===== src/rtl/memory_port_arbiter_if.sv =====
// Bundle of the fetch, data and memory-side signals around the memory port arbiter.
// The arbiter takes the slave view; the environment (fetch, memory stage, memory) takes master.
interface memory_port_arbiter_if #(
  parameter int unsigned ADDRESS_WIDTH = 32,
  parameter int unsigned DATA_WIDTH    = 32
);
  logic                     fetch_request;
  logic [ADDRESS_WIDTH-1:0] fetch_address;
  logic                     fetch_done;
  logic [DATA_WIDTH-1:0]    fetch_data;

  logic                     data_read;
  logic                     data_write;
  logic [ADDRESS_WIDTH-1:0] data_address;
  logic [DATA_WIDTH-1:0]    data_write_data;
  logic                     data_done;
  logic [DATA_WIDTH-1:0]    data_read_data;

  logic [ADDRESS_WIDTH-1:0] mem_address;
  logic                     mem_read;
  logic                     mem_write;
  logic [DATA_WIDTH-1:0]    mem_write_data;
  logic [DATA_WIDTH-1:0]    mem_read_data;
  logic                     mem_wait;

  modport slave (
    input  fetch_request, fetch_address,
    input  data_read, data_write, data_address, data_write_data,
    input  mem_read_data, mem_wait,
    output fetch_done, fetch_data, data_done, data_read_data,
    output mem_address, mem_read, mem_write, mem_write_data
  );

  modport master (
    output fetch_request, fetch_address,
    output data_read, data_write, data_address, data_write_data,
    output mem_read_data, mem_wait,
    input  fetch_done, fetch_data, data_done, data_read_data,
    input  mem_address, mem_read, mem_write, mem_write_data
  );
endinterface


===== src/rtl/memory_port_arbiter.sv =====
// Shares one memory port between instruction fetch and data ld/store/cx accesses,
// with data priority, a fetch anti-starvation limit and an uninterruptible exchange.
module memory_port_arbiter #(
  parameter int unsigned ADDRESS_WIDTH      = 32,
  parameter int unsigned DATA_WIDTH         = 32,
  parameter int unsigned FETCH_STARVE_LIMIT = 4
) (
  input logic                  clock,
  input logic                  reset,
  memory_port_arbiter_if.slave bus
);
  localparam int unsigned STARVE_WIDTH = $clog2(FETCH_STARVE_LIMIT + 1);
  localparam logic [STARVE_WIDTH-1:0] STARVE_MAX = STARVE_WIDTH'(FETCH_STARVE_LIMIT);

  typedef enum logic [2:0] {
    S_IDLE,
    S_FETCH_RD,
    S_DATA_RD,
    S_DATA_WR,
    S_XCHG_RD,
    S_XCHG_WR
  } state_t;

  state_t                   r_state,          w_state_nxt;
  logic [ADDRESS_WIDTH-1:0] r_mem_address,    w_mem_address_nxt;
  logic [DATA_WIDTH-1:0]    r_mem_write_data, w_mem_write_data_nxt;
  logic                     r_mem_read,       w_mem_read_nxt;
  logic                     r_mem_write,      w_mem_write_nxt;
  logic [STARVE_WIDTH-1:0]  r_starve,         w_starve_nxt;
  logic [DATA_WIDTH-1:0]    r_xchg,           w_xchg_nxt;

  logic w_complete;
  logic w_arb;
  logic w_fetch_req;
  logic w_data_req;
  logic w_grant_fetch;
  logic w_grant_data;

  // Arbitration happens in Idle or when any phase but the exchange read completes;
  // the requester finishing at that edge is masked so it cannot be re-granted.
  assign w_complete    = (r_state != S_IDLE) && !bus.mem_wait;
  assign w_arb         = (r_state == S_IDLE) || (w_complete && (r_state != S_XCHG_RD));
  assign w_fetch_req   = bus.fetch_request && (r_state != S_FETCH_RD);
  assign w_data_req    = (bus.data_read || bus.data_write) &&
                         !(r_state inside {S_DATA_RD, S_DATA_WR, S_XCHG_WR});
  assign w_grant_fetch = w_arb && w_fetch_req && (!w_data_req || (r_starve == STARVE_MAX));
  assign w_grant_data  = w_arb && w_data_req && !w_grant_fetch;

  always_comb begin
    w_state_nxt          = r_state;
    w_mem_address_nxt    = r_mem_address;
    w_mem_write_data_nxt = r_mem_write_data;
    w_mem_read_nxt       = r_mem_read;
    w_mem_write_nxt      = r_mem_write;
    w_starve_nxt         = r_starve;
    w_xchg_nxt           = r_xchg;

    if (w_grant_fetch) begin
      w_state_nxt       = S_FETCH_RD;
      w_mem_address_nxt = bus.fetch_address;
      w_mem_read_nxt    = 1'b1;
      w_mem_write_nxt   = 1'b0;
      w_starve_nxt      = '0;
    end else if (w_grant_data) begin
      w_mem_address_nxt = bus.data_address;
      w_mem_read_nxt    = bus.data_read;
      w_mem_write_nxt   = bus.data_write && !bus.data_read;
      if (bus.data_write) begin
        w_mem_write_data_nxt = bus.data_write_data;
      end
      if (bus.data_read && bus.data_write) begin
        w_state_nxt = S_XCHG_RD;
      end else if (bus.data_read) begin
        w_state_nxt = S_DATA_RD;
      end else begin
        w_state_nxt = S_DATA_WR;
      end
      if (bus.fetch_request && (r_starve != STARVE_MAX)) begin
        w_starve_nxt = r_starve + STARVE_WIDTH'(1);
      end
    end else if (w_arb) begin
      w_state_nxt     = S_IDLE;
      w_mem_read_nxt  = 1'b0;
      w_mem_write_nxt = 1'b0;
    end else if ((r_state == S_XCHG_RD) && w_complete) begin
      // Exchange turns around to its write phase at the same address, no arbitration.
      w_state_nxt     = S_XCHG_WR;
      w_mem_read_nxt  = 1'b0;
      w_mem_write_nxt = 1'b1;
      w_xchg_nxt      = bus.mem_read_data;
    end
  end

  always_ff @(posedge clock) begin
    if (reset) begin
      r_state          <= S_IDLE;
      r_mem_address    <= '0;
      r_mem_write_data <= '0;
      r_mem_read       <= 1'b0;
      r_mem_write      <= 1'b0;
      r_starve         <= '0;
      r_xchg           <= '0;
    end else begin
      r_state          <= w_state_nxt;
      r_mem_address    <= w_mem_address_nxt;
      r_mem_write_data <= w_mem_write_data_nxt;
      r_mem_read       <= w_mem_read_nxt;
      r_mem_write      <= w_mem_write_nxt;
      r_starve         <= w_starve_nxt;
      r_xchg           <= w_xchg_nxt;
    end
  end

  assign bus.mem_address    = r_mem_address;
  assign bus.mem_read       = r_mem_read;
  assign bus.mem_write      = r_mem_write;
  assign bus.mem_write_data = r_mem_write_data;

  // Done strobes follow the memory's wait line within the completing cycle.
  assign bus.fetch_done     = (r_state == S_FETCH_RD) && !bus.mem_wait;
  assign bus.fetch_data     = (r_state == S_FETCH_RD) ? bus.mem_read_data : '0;
  assign bus.data_done      = (r_state inside {S_DATA_RD, S_DATA_WR, S_XCHG_WR}) && !bus.mem_wait;
  assign bus.data_read_data = (r_state == S_DATA_RD) ? bus.mem_read_data :
                              (r_state == S_XCHG_WR) ? r_xchg : '0;
endmodule


===== src/flat_wrapper.sv =====
// flat-port wrapper written by rule: the top's interface ports become plain ports
module memory_port_arbiter_flat 
#(
  parameter int unsigned ADDRESS_WIDTH      = 32,
  parameter int unsigned DATA_WIDTH         = 32,
  parameter int unsigned FETCH_STARVE_LIMIT = 4
)
  (clock, reset, bus_fetch_request, bus_fetch_address, bus_data_read, bus_data_write, bus_data_address, bus_data_write_data, bus_mem_read_data, bus_mem_wait, bus_fetch_done, bus_fetch_data, bus_data_done, bus_data_read_data, bus_mem_address, bus_mem_read, bus_mem_write, bus_mem_write_data);
  memory_port_arbiter_if #(.ADDRESS_WIDTH(ADDRESS_WIDTH), .DATA_WIDTH(DATA_WIDTH)) bus_i ();
  input logic clock;
  input logic reset;
  input wire logic [$bits(bus_i.fetch_request)-1:0] bus_fetch_request;
  input wire logic [$bits(bus_i.fetch_address)-1:0] bus_fetch_address;
  input wire logic [$bits(bus_i.data_read)-1:0] bus_data_read;
  input wire logic [$bits(bus_i.data_write)-1:0] bus_data_write;
  input wire logic [$bits(bus_i.data_address)-1:0] bus_data_address;
  input wire logic [$bits(bus_i.data_write_data)-1:0] bus_data_write_data;
  input wire logic [$bits(bus_i.mem_read_data)-1:0] bus_mem_read_data;
  input wire logic [$bits(bus_i.mem_wait)-1:0] bus_mem_wait;
  output wire logic [$bits(bus_i.fetch_done)-1:0] bus_fetch_done;
  output wire logic [$bits(bus_i.fetch_data)-1:0] bus_fetch_data;
  output wire logic [$bits(bus_i.data_done)-1:0] bus_data_done;
  output wire logic [$bits(bus_i.data_read_data)-1:0] bus_data_read_data;
  output wire logic [$bits(bus_i.mem_address)-1:0] bus_mem_address;
  output wire logic [$bits(bus_i.mem_read)-1:0] bus_mem_read;
  output wire logic [$bits(bus_i.mem_write)-1:0] bus_mem_write;
  output wire logic [$bits(bus_i.mem_write_data)-1:0] bus_mem_write_data;
  assign bus_i.fetch_request = bus_fetch_request;
  assign bus_i.fetch_address = bus_fetch_address;
  assign bus_i.data_read = bus_data_read;
  assign bus_i.data_write = bus_data_write;
  assign bus_i.data_address = bus_data_address;
  assign bus_i.data_write_data = bus_data_write_data;
  assign bus_i.mem_read_data = bus_mem_read_data;
  assign bus_i.mem_wait = bus_mem_wait;
  assign bus_fetch_done = bus_i.fetch_done;
  assign bus_fetch_data = bus_i.fetch_data;
  assign bus_data_done = bus_i.data_done;
  assign bus_data_read_data = bus_i.data_read_data;
  assign bus_mem_address = bus_i.mem_address;
  assign bus_mem_read = bus_i.mem_read;
  assign bus_mem_write = bus_i.mem_write;
  assign bus_mem_write_data = bus_i.mem_write_data;
  memory_port_arbiter #(.ADDRESS_WIDTH(ADDRESS_WIDTH), .DATA_WIDTH(DATA_WIDTH), .FETCH_STARVE_LIMIT(FETCH_STARVE_LIMIT)) u_core (.clock(clock), .reset(reset), .bus(bus_i));
endmodule

===== config.mk =====
export PLATFORM = sky130hd
export DESIGN_NAME = memory_port_arbiter_flat
export DESIGN_NICKNAME = d
export VERILOG_FILES = /design/src/rtl/memory_port_arbiter_if.sv /design/src/rtl/memory_port_arbiter.sv /design/src/flat_wrapper.sv
export SDC_FILE = /design/constraint.sdc
export NUM_CORES = 1
export LEC_CHECK = 0
export CAP_MARGIN = 20
export CELL_PAD_IN_SITES_DETAIL_PLACEMENT = 1
export CELL_PAD_IN_SITES_GLOBAL_PLACEMENT = 1
export CORE_MARGIN = 2
export CORE_UTILIZATION = 28
export DETAILED_ROUTE_END_ITERATION = 16
export GPL_TIMING_DRIVEN = 0
export HOLD_SLACK_MARGIN = 0.15
export PLACE_DENSITY = 0.81
export SLEW_MARGIN = 10
export SYNTH_ARGS = -nofsm -noshare
export SYNTH_HDL_FRONTEND = slang
export SYNTH_SLANG_ARGS = --single-unit

===== constraint.sdc =====
create_clock -name clock -period 2 [get_ports clock]
set_input_delay 0.4 -clock clock [delete_from_list [all_inputs] [get_ports clock]]
set_output_delay 0.4 -clock clock [all_outputs]
set_load 0.05 [all_outputs]

* Word level (Yosys, flattened, before mapping)
Index checks and enable logic that the tools add are counted.
** Storage, ports and cells
- Memory bits (writable) :: 0
- Memories :: 0
- Input bits :: 134
- Output and inout port bits :: 132
- ROM bits :: 0
- Flip-flop bits (word level) :: 104
- Latch bits :: 0
** Operators by class
- Magnitude comparators :: 0
- Add/subtract/negate cells :: 1
- Eq/ne operators :: 9
- Div/mod/pow operators :: 0
- Bitwise gates (word level) :: 3
- Reduce and logical (&&, ||, !) cells :: 32
- Muxes and demuxes :: 18
- Multiply operators :: 0
- Shifts and indexed selects :: 0
** Operator list (number)
- $mux W32 :: 5
- $logic_and A1 B1 Y1 :: 14
- $mux W3 :: 4
- $eq A3 B3 Y1 const B :: 3
- $mux W1 :: 9
- $reduce_bool A3 Y1 :: 3
- $eq A3 B2 Y1 const B :: 2
- $ne A3 B3 Y1 const B :: 2
- $logic_not A1 Y1 :: 5
- $reduce_and A4 Y1 :: 1
- $reduce_bool A4 Y1 :: 1
- $add A3 B1 Y3 const B :: 1
- $eq A3 B1 Y1 const B :: 1
- $logic_not A3 Y1 :: 1
- $logic_or A1 B1 Y1 :: 3
- $ne A3 B1 Y1 const B :: 1
- $not A1 Y1 :: 3
- $reduce_and A3 Y1 :: 1
- $reduce_and A2 Y1 :: 1
- $reduce_bool A2 Y1 :: 1
- $reduce_or A2 Y1 :: 1

* Longest topological paths before layout
- Word-level depth :: 11
- Mapped depth :: 8
- Mapped depth without buffers :: 6

* Worst setup path after synthesis
Ideal clock, no wire load.
- Path type :: register to output
- Start point :: register u_core.r_state[2]
- End point :: output bus_fetch_done
- Arrival time :: 1602 ps
- Cell stages (with the launch flop) :: 4
- Slack :: -2 ps
- Buffers on the path :: 1
- Cells stage by stage :: dfxtp_1 > buf_2 > or3b_2 > nor2_1
** On the way
- Longest elaborated chain between the ends :: 2
** RTL lines
- start, declared :: RTL line memory_port_arbiter.sv:24 : state_t r_state, w_state_nxt;
- start signal, assigned :: RTL line memory_port_arbiter.sv:104 : r_state <= w_state_nxt;
- $eq A3 B1 Y1 :: RTL line memory_port_arbiter.sv:120 : assign bus.fetch_done = (r_state == S_FETCH_RD) && !bus.mem_wait;
- $logic_and A1 B1 Y1 :: RTL line memory_port_arbiter.sv:120
- end, declared :: RTL line flat_wrapper.sv:20 : output wire logic [$bits(bus_i.fetch_done)-1:0] bus_fetch_done;
Every way passes these cells.

* Final worst setup path
- Start point :: register u_core.r_state[0]
- End point :: output bus_data_read_data[22]
** On the way
- Longest elaborated chain between the ends :: 3
- Elaborated cells on any way between the ends :: 4
** RTL lines
- $eq A3 B3 Y1 :: RTL line memory_port_arbiter.sv:124 : (r_state == S_XCHG_WR) ? r_xchg : '0;
- $mux W32 :: RTL line memory_port_arbiter.sv:124
- $mux W32 (*) :: RTL line memory_port_arbiter.sv:123 : assign bus.data_read_data = (r_state == S_DATA_RD) ? bus.mem_read_data :
- end, declared :: RTL line flat_wrapper.sv:23 : output wire logic [$bits(bus_i.data_read_data)-1:0] bus_data_read_data;
Mark *: on every way between the ends. The rest lies on a longest branch, timed or not.

==> flow_metrics.env <==
export IMPL_status="complete, but fails checks"
export IMPL_violations="setup timing"
export IMPL_crit_path_max_fanout=8
export IMPL_io_buffers=262
export IMPL_critical_path_startpoint="u_core.r_state[0]"
export IMPL_initial_core_util_pct=28.5
export IMPL_end_kind="output pin"
export IMPL_die_w_um=139
export IMPL_start_kind="flop"
export IMPL_grt_total_usage_pct=21.8
export IMPL_ys_async_sr_fraction_pct=0
export IMPL_setup_viol=60
export IMPL_diodes=0
export IMPL_dieArea_um2=19300
export IMPL_rows=49
export IMPL_area_growth_pct=82.5
export IMPL_setup_ws_ns=-0.0985
export IMPL_dpl_hpwl_um=15600
export IMPL_synth_top_area_share_pct=40.8
export IMPL_syn_inst=618
export IMPL_synthDistinctLibCells=41
export IMPL_synth_ff_type="dfxtp_1"
export IMPL_ys_top_cells_by_area="dfxtp_1 (41%), nand2_1 (9.7%), a22o_1 (5.5%)"
export IMPL_clk_pin_slew_ns=0.07
export IMPL_first_pass_iters=4
export IMPL_yosys_register_bits=104
export IMPL_antenna_found_initial=0
export IMPL_overflow=0
export IMPL_cts_buffer_depth=2
export IMPL_synth_top_family_by_area="compound AO/OA/AOI/OAI gates"
export IMPL_period_share_pct=105
export IMPL_hold_path_startpoint="bus_mem_wait"
export IMPL_hold_viol_final=0
export IMPL_htreeDepth=3
export IMPL_synth_edf_count=0
export IMPL_post_route_drc_count=0
export IMPL_final_cell_mix="clkdlybuf4s50_1 (195), nand2_1 (132), dfxtp_1 (101)"
export IMPL_post_place_ws_ns=-1.08
export IMPL_ant_nets=0
export IMPL_yosysTopAreaCell="dfxtp_1"
export IMPL_clock_skew_ns=0.00633
export IMPL_grt_start_max_net_pins=17
export IMPL_drive_above_1_share_pct=26.2
export IMPL_worstPathRequired_ns=1.60
export IMPL_grt_pass1_vias=6138
export IMPL_drv_slew=0
export IMPL_vias_per_cell=5.22
export IMPL_avgSynthCellArea_um2=8.26
export IMPL_holdWs_ns=0.408
export IMPL_min_period_ns=2.10
export IMPL_drt_initial_drc_count=160
export IMPL_holdBufCountCts=0
export IMPL_wire_per_inst_um=19.5
export IMPL_r2r_start="u_core.r_state[1]"
export IMPL_muxShareOfSynthArea_pct=0.294
export IMPL_hp_class="in -> reg"
export IMPL_seq_area_frac_synth_pct=40.8
export IMPL_core_um2=17900
export IMPL_worst_pin_slew_ns=0.660
export IMPL_root_buffer="clkbuf_16"
export IMPL_numCtsBuffers=9
export IMPL_synth_xor_area_share_pct=0
export IMPL_path_class="reg -> out"
export IMPL_grt_pass1_wl_um=33800
export IMPL_place_congestion=0.783
export IMPL_max_freq_ghz=0.477
export IMPL_syn_nets=754
export IMPL_p_per_area_nw_per_um2=1100
export IMPL_final_common_cell="clkdlybuf4s50_1"
export IMPL_rsz0062_at_grt="yes"
export IMPL_power_leakage_nw=3.50
export IMPL_cts_sinks=104
export IMPL_maxCapViolCount=0
export IMPL_tritoncts="built"
export IMPL_synth_compound_area_share_pct=31.8
export IMPL_critPathArrivalTime_ns=1.70
export IMPL_io_pins=266
export IMPL_die_h_um=139
export IMPL_fin_nets=1048
export IMPL_final_core_utilization_pct=52.0
export IMPL_vias=5980
export IMPL_synth_fa_ha_area_share_pct=0.490
export IMPL_max_slew_margin_rel_pct=56.0
export IMPL_wl_um=22400
export IMPL_insertion_delay_ns=0.35
export IMPL_synth_simple_gate_area_share_pct=17.2
export IMPL_yosysWarnings=0
export IMPL_syn_area_um2=5100
export IMPL_ir_drop_v=0.000541
==> critical path, stage by stage (launching register included) <==
cell       delay, ns
dfxtp_2         0.32
buf_6           0.12
and3b_1         0.16
buf_6           0.15
clkbuf_16       0.16
a22o_4          0.27
buf_8           0.15
==> final timing paths <==
| check | cells past startpoint | end | slack (ns) |
|---|---|---|---|
| setup / recovery | 6 | bus_data_read_data[22] | -0.1 |
| hold reg to reg | 2 | u_core.r_xchg[24] | 0.46 |
| hold / removal | 3 | u_core.r_state[1] | 0.41 |
| setup reg to reg | 6 | u_core.bus.mem_address[30] | 0.02 |
==> cell type report <==
cell class,instances,area [um^2]
sequential,104,2090
fill,2019,8590
timing repair buffer,285,2990
buffer,70,553
inverter,37,139
tap,229,287
clock buffer,10,239
multi-input combinational,405,2970
clock inverter,5,57.6
==> state kept, by name (all words and copies together), names as in the netlist <==
signal,count
u_core.r_starve,3
u_core.r_xchg,32
u_core.bus.mem_read,1
u_core.bus.mem_write,1
u_core.bus.mem_address,32
u_core.r_state,3
u_core.bus.mem_write_data,32
==> through the flow <==
step | instances | area, um^2 | TNS, ns | total power [mW]
floorplan | 618 | 5110 | 0 | 5.70
global placement | 1109 | 8020 | -78.88 | 7.42
detailed placement | 1109 | 8020 | -83.29 | 7.48
CTS | 1136 | 8760 | -3.96 | 9.78
global route | 1145 | 9320 | -8.99 | 10.7
finish | 1145 | 9320 | -2.59 | 10.2
==> power by group <==
part | leakage [nW] | internal (mW) | switching (mW)
sequential | 0.852 | 2.41 | 0.188
clock | 0.137 | 0.997 | 0.822
combinational | 2.51 | 2.24 | 3.56
==> layer usage <==
layer / vias to the layer above / track usage, % / wire length (um)
met5: - / 0 / 0
met4: 0 / 6.27 / 424
met3: 32 / 6.32 / 1500
met2: 220 / 37.1 / 11000
met1: 2893 / 26.7 / 9420
li1: 2835 / - / -
==> cells in the mapped netlist (2+ instances only) <==
master / instances
nand2_1: 132
dfxtp_1: 104
clkbuf_1: 51
inv_1: 37
a31oi_1: 35
a21oi_1: 33
a22o_1: 32
a311oi_1: 32
a31o_2: 32
and2_1: 32
o41ai_1: 32
buf_2: 11
buf_4: 5
buf_6: 5
nor2_1: 5
o21ai_0: 5
nor3_1: 4
nor3b_1: 3
or3_1: 3
a211oi_1: 2
ha_1: 2
o31ai_1: 2
==> cells by family (layout without fill, tap and decap cells) <==
group | count (synthesis) | in the layout
compound gates | 212 | 212
fa+ha+maj | 2 | 2
buf+inv | 109 | 407
flops | 104 | 104
mux | 1 | 1
simple gates | 190 | 190
==> timing repair <==
action / in CTS / in global routing
setup buffers: 8 / 6
cloned: 5 / 4
setup endpoints to repair: 126 / 110
gates resized for setup: 533 / 83
pin swaps: 14 / 12
Note: power is estimated with default switching activity, not from simulation.
